$ cat src/rtl/instr_fetch_master.sv
// Instruction fetch master: walks a word-aligned PC, issues one req/gnt/rvalid
// memory transaction at a time and hands each returned word to decode over a
// valid/ready interface.
// Optional feature: define FETCH_TIMEOUT_EN to build the sticky fetch watchdog
// that drives err_o; without it err_o is a constant 0.
module instr_fetch_master #(
  parameter int                    ADDR_WIDTH     = 8,
  parameter int                    DATA_WIDTH     = 32,
  parameter logic [ADDR_WIDTH-1:0] BOOT_ADDR      = '0,
  parameter int                    TIMEOUT_CYCLES = 64
) (
  input  logic                  clk,
  input  logic                  rst,
  input  logic                  fetch_en_i,
  input  logic                  branch_i,
  input  logic [ADDR_WIDTH-1:0] branch_addr_i,
  output logic                  req_o,
  output logic [ADDR_WIDTH-1:0] addr_o,
  input  logic                  gnt_i,
  input  logic                  rvalid_i,
  input  logic [DATA_WIDTH-1:0] rdata_i,
  output logic                  instr_valid_o,
  output logic [DATA_WIDTH-1:0] instr_rdata_o,
  output logic [ADDR_WIDTH-1:0] instr_addr_o,
  input  logic                  instr_ready_i,
  output logic                  err_o
);

  localparam int                    BYTES      = DATA_WIDTH / 8;
  localparam logic [ADDR_WIDTH-1:0] STEP       = ADDR_WIDTH'(BYTES);
  localparam logic [ADDR_WIDTH-1:0] ALIGN_MASK = ADDR_WIDTH'(BYTES - 1);

  typedef enum logic [1:0] {
    IDLE,
    REQ,
    WAITR,
    HOLD
  } state_t;

  state_t                  state, state_n;
  logic [ADDR_WIDTH-1:0]   pc, pc_n;
  logic [ADDR_WIDTH-1:0]   addr_n;
  logic [ADDR_WIDTH-1:0]   instr_addr_n;
  logic [DATA_WIDTH-1:0]   instr_rdata_n;
  logic                    req_n;
  logic                    instr_valid_n;
  logic                    kill, kill_n;
  logic [ADDR_WIDTH-1:0]   branch_target;
  logic [ADDR_WIDTH-1:0]   seq_pc;

  // Branch targets are forced onto a word boundary; the sequential PC simply
  // wraps at the top of the address space.
  assign branch_target = branch_addr_i & ~ALIGN_MASK;
  assign seq_pc        = addr_o + STEP;

  // State and every output register; reset lands on the boot address.
  always_ff @(posedge clk) begin
    if (rst) begin
      state         <= IDLE;
      pc            <= BOOT_ADDR;
      req_o         <= 1'b0;
      addr_o        <= BOOT_ADDR;
      instr_valid_o <= 1'b0;
      instr_rdata_o <= '0;
      instr_addr_o  <= BOOT_ADDR;
      kill          <= 1'b0;
    end else begin
      state         <= state_n;
      pc            <= pc_n;
      req_o         <= req_n;
      addr_o        <= addr_n;
      instr_valid_o <= instr_valid_n;
      instr_rdata_o <= instr_rdata_n;
      instr_addr_o  <= instr_addr_n;
      kill          <= kill_n;
    end
  end

  // Next-state logic: a branch always beats a same-cycle handshake, and a
  // killed response is consumed but never shown to decode.
  always_comb begin
    state_n       = state;
    pc_n          = pc;
    req_n         = req_o;
    addr_n        = addr_o;
    instr_valid_n = instr_valid_o;
    instr_rdata_n = instr_rdata_o;
    instr_addr_n  = instr_addr_o;
    kill_n        = kill;

    case (state)
      IDLE: begin
        if (branch_i) begin
          pc_n = branch_target;
        end
        if (fetch_en_i) begin
          state_n = REQ;
          req_n   = 1'b1;
          addr_n  = branch_i ? branch_target : pc;
        end
      end

      REQ: begin
        if (branch_i) begin
          pc_n   = branch_target;
          kill_n = 1'b1;
        end
        if (gnt_i) begin
          req_n   = 1'b0;
          state_n = WAITR;
        end
      end

      WAITR: begin
        if (branch_i) begin
          pc_n   = branch_target;
          kill_n = 1'b1;
        end
        if (rvalid_i) begin
          if (kill || branch_i) begin
            kill_n = branch_i;
            if (fetch_en_i) begin
              state_n = REQ;
              req_n   = 1'b1;
              addr_n  = pc_n;
            end else begin
              state_n = IDLE;
            end
          end else begin
            instr_valid_n = 1'b1;
            instr_rdata_n = rdata_i;
            instr_addr_n  = addr_o;
            pc_n          = seq_pc;
            state_n       = HOLD;
          end
        end
      end

      HOLD: begin
        if (branch_i || instr_ready_i) begin
          instr_valid_n = 1'b0;
          if (branch_i) begin
            pc_n = branch_target;
          end
          if (fetch_en_i) begin
            state_n = REQ;
            req_n   = 1'b1;
            addr_n  = pc_n;
          end else begin
            state_n = IDLE;
          end
        end
      end

      default: begin
        state_n = IDLE;
      end
    endcase
  end

`ifdef FETCH_TIMEOUT_EN
  localparam int                 CNT_W = $clog2(TIMEOUT_CYCLES + 1);
  localparam logic [CNT_W-1:0]   LIMIT = CNT_W'(TIMEOUT_CYCLES);

  logic [CNT_W-1:0] wd_cnt, wd_cnt_n;
  logic             err_q, err_n;

  // Watchdog: restart on every entry to REQ, count while a transaction is
  // open, saturate at the limit; the error flag is sticky until reset.
  always_comb begin
    wd_cnt_n = wd_cnt;
    err_n    = err_q;
    if (state_n == REQ && state != REQ) begin
      wd_cnt_n = '0;
    end else if ((state == REQ || state == WAITR) && wd_cnt != LIMIT) begin
      wd_cnt_n = wd_cnt + CNT_W'(1);
    end
    if (wd_cnt_n == LIMIT) begin
      err_n = 1'b1;
    end
  end

  // Watchdog registers.
  always_ff @(posedge clk) begin
    if (rst) begin
      wd_cnt <= '0;
      err_q  <= 1'b0;
    end else begin
      wd_cnt <= wd_cnt_n;
      err_q  <= err_n;
    end
  end

  assign err_o = err_q;
`else
  // Without the watchdog there is nothing to report; a non-positive limit
  // would be meaningless anyway, so this folds to a constant 0.
  assign err_o = (TIMEOUT_CYCLES < 0);
`endif

endmodule

$ cat config.mk
export PLATFORM = sky130hd
export DESIGN_NAME = instr_fetch_master
export DESIGN_NICKNAME = d
export VERILOG_FILES = /design/src/rtl/instr_fetch_master.sv
export SDC_FILE = /design/constraint.sdc
export NUM_CORES = 1
export LEC_CHECK = 0
export ABC_AREA = 1
export CAP_MARGIN = 20
export CORE_MARGIN = 5
export CORE_UTILIZATION = 45
export CTS_CLUSTER_DIAMETER = 100
export DETAILED_ROUTE_END_ITERATION = 8
export DONT_BUFFER_PORTS = 1
export PLACE_DENSITY_LB_ADDON = 0.12
export REMOVE_ABC_BUFFERS = 1
export SLEW_MARGIN = 40
export SYNTH_ARGS = -nofsm -noshare
export SYNTH_HDL_FRONTEND = slang
export SYNTH_SLANG_ARGS = --single-unit
$ cat constraint.sdc
create_clock -name clk -period 2.12 [get_ports clk]
set_input_delay 0.318 -clock clk [delete_from_list [all_inputs] [get_ports clk]]
set_output_delay 0.318 -clock clk [all_outputs]
set_load 0.02 [all_outputs]
==> flow_summary_export.csv <==
group,metric,value,unit
outcome,status,"finished, final reports clean",
job,cap_viol_max_count,0,
routing,maxUsedRoutingLayer,"met4",
timing,hold_viol,0,
routing,drtIter0Drc,96,
layout,final_cell_mix,"nor2_1 (97), dfxtp_1 (61), o21ai_0 (57)",
placed_design,place_congestion,0.7568,
pwr,p_leak,1.357,nW
pwr,worst_ir_drop_vdd,532.5,µV
floorplanning,chipHeight,86.41,µm
routing,wl_met2,2866,µm
layout,register_area,1221,µm²
layout,num_antenna_cells,0,
yosys,synth_top_family_by_area,"simple AND/OR/NAND/NOR gates",
yosys,ys_seq_elements,61,
placed_design,io_buffers,0,
cts,postCtsSetupRepairBufs,0,
floorplanning,dieArea,7467,µm²
hold_path,holdCritPathClass,"in -> reg",
global_routing,grt_overflow,0,
floorplanning,die_width,86.41,µm
yosys,synth_cell_types,30,
yosys,synth_xor_area_share,0.6667,%
timing,rsz0062_at_grt,"no",
worst_setup_path,start_kind,"flip-flop",
timing,fin_setup_tns,0,ps
layout,drive_above_1_share,9.116,%
hold_path,holdPathStages,1,
routing,drtPass1Iterations,4,
layout,nets,411,
routing,vias_per_cell,4.968,
worst_setup_path,r2r_slack,380,ps
cts,cts_resized,0,
worst_setup_path,cp_data_required_time,2340,ps
cts,cts-root-buf,"clkbuf_8",
global_routing,grt_start_max_net_pins,34,
global_routing,grtUsageTotal,17.62,%
yosys,synth_cells,357,
cts,htree_levels,3,
yosys,synth_compound_gate_area_share,16.43,%
layout,num-fill-cells,577,
global_routing,grt_pass1_wl,10390,µm
global_routing,grt_pass1_vias,2168,
worst_setup_path,endpoint_kind,"flip-flop",
yosys,ys_seq_area_share,46.48,%
routing,drt-met1-wl,2701,µm
layout,areaGrowthSynthToFinish,10.33,%
floorplanning,core_area,5574,µm²
global_routing,antenna_found_initial,0,
placed_design,post-dp-hpwl,4403,µm
pwr,power_density,1086,nW/µm²
hold_path,whs_endpoint,"state[1]",
yosys,synthAdderAreaFrac,3.333,%
routing,ant_nets,0,
routing,wl_per_cell,14.40,µm
floorplanning,ios,98,
worst_setup_path,critPathMaxFanout,10,
routing,drc,0,
layout,final_cells,434,
cts,clockBufferDepth,2,
cts,cts_tree,"done",
timing,finalSetupViolations,0,
floorplanning,initial_utilization,47.14,%
routing,finalWirelength,6248,µm
floorplanning,placementRows,27,
routing,wl_met3,584,µm
routing,vias,2156,
worst_setup_path,worstReg2RegEnd,"addr_o[7]",
yosys,muxShareOfSynthArea,0,%
layout,layout_commonest_cell,"nor2_1",
worst_setup_path,rr_startpoint,"state[0]",
timing,timing.fmax,573.2,MHz
timing,finalCritPeriodShare,82.29,%
worst_setup_path,cp.arrival,1960,ps
yosys,yosys_warnings,0,
hold_path,hp-start,"rst",
placed_design,dp.cells,418,
worst_setup_path,path_class,"reg -> reg",
cts,cts_sinks,61,
worst_setup_path,reg2regPathDepth,8,
timing,maxSlewViolCount,0,
yosys,syn_area_per_cell,7.360,µm²
timing,clock_skew,5.484,ps
cts,cts_hold_buf,0,
layout,multi_input_area,1197,µm²
cts,clk_latency,320,ps
timing,fin_crit,1744,ps
cts,cts.clk_slew.worst_paths,70,ps
yosys,synth_area,2628,µm²
yosys,synthSimpleGateAreaFrac,25.00,%
cts,tritoncts.num_buffers,9,
[cell type report]
cell class                 count  area share (%)
clock buffer                  13           5.827
clock inverter                 3           1.467
timing repair buffer           7           2.676
sequential                    61           42.12
tap                           72           3.107
inverter                      25           3.496
multi-input combinational    253           41.30
[per-layer routing]
metal | GRT usage (%) | up-vias
met4 | 7.365 | 0
met2 | 28.03 | 77
met3 | 6.274 | 7
met5 | 0 | -
li1 | - | 1139
met1 | 21.58 | 933
[cells in the mapped netlist]
cell type	n	share of area [%]
o211ai_1	1	0.29
nor3_1	1	0.19
o21ai_0	57	11
clkbuf_1	5	0.71
xnor2_1	2	0.67
clkbuf_2	1	0.19
inv_4	1	0.24
o21ai_1	2	0.38
nor3_2	1	0.38
nand2_1	49	7.0
ha_1	7	3.3
buf_6	3	1.3
conb_1	1	0.14
a211oi_1	1	0.29
nand3_1	7	1.3
nand2_2	2	0.48
buf_2	7	1.3
inv_1	23	3.3
dfxtp_1	61	46
buf_4	2	0.57
a21oi_4	1	0.62
a21oi_1	14	2.7
nor2_1	97	14
o22ai_1	1	0.24
a31oi_1	1	0.24
nor2_4	1	0.43
nor2_2	2	0.48
o21bai_1	3	0.86
nand2_4	2	0.86
clkinv_4	1	0.33
[worst max-delay path, cell delays in order (launching register included)]
cell and delay [ps]:
dfxtp_1 430, inv_1 120, ha_1 290, nand2_2 150
inv_1 90, nor3_2 180, nand2_4 150, o21ai_0 190
nor2_1 50
[kinds of logic (layout without fill, tap and decap cells)]
logic type	Yosys count	in the layout
AOI/OAI and AO/OA	81	81
and+or+nand+nor	162	162
buffers and inverters	43	48
other	1	1
xor gates and xnor gates	2	2
adders and majority gates	7	7
DFF	61	61
[how the worst max path moves through the flow]
stage / start / endpoint / slack, ps / cells past startpoint
global route: state[0] / pc[7] / 170 / 10
global placement: state[0] / pc[6] / 410 / 10
finish: state[0] / addr_o[7] / 380 / 8
detailed placement: state[0] / addr_o[7] / 390 / 8
floorplan: state[0] / pc[0] / 130 / 7
CTS: state[0] / pc[7] / 370 / 10
[report_power, final]
group          internal [W]  total (W)  switching [W]  leakage [nW]
clock network      0.000638    0.00108       0.000438         0.106
logic              0.000210   0.000557       0.000346         0.756
registers           0.00128    0.00152       0.000237         0.496
total               0.00213    0.00315        0.00102          1.36
[sequential cells by signal, indices dropped and copies added, names as in the netlist]
| signal | count |
|---|---|
| instr_rdata_o | 32 |
| addr_o | 8 |
| instr_addr_o | 8 |
| pc | 8 |
| state | 2 |
| instr_valid_o | 1 |
| kill | 1 |
| req_o | 1 |
[through the flow]
step | worst slack [ps] | total power (W) | hold WS (ps) | cell area (µm²) | util, %
2_1_floorplan | 132.5 | 0.001941 | 387.1 | 2520 | -
3_3_place_gp | 414.0 | 0.002095 | 390.3 | 2688 | 48.22
3_5_place_dp | 394.7 | 0.002104 | 390.9 | 2688 | 48.22
4_1_cts | 370.2 | 0.003193 | 34.85 | 2899 | 52.01
5_1_grt | 169.7 | 0.003376 | 22.45 | 2899 | 52.01
6_report | 375.5 | 0.003149 | 50.83 | 2899 | 52.01
No activity file was read; power rests on OpenSTA's default activity.
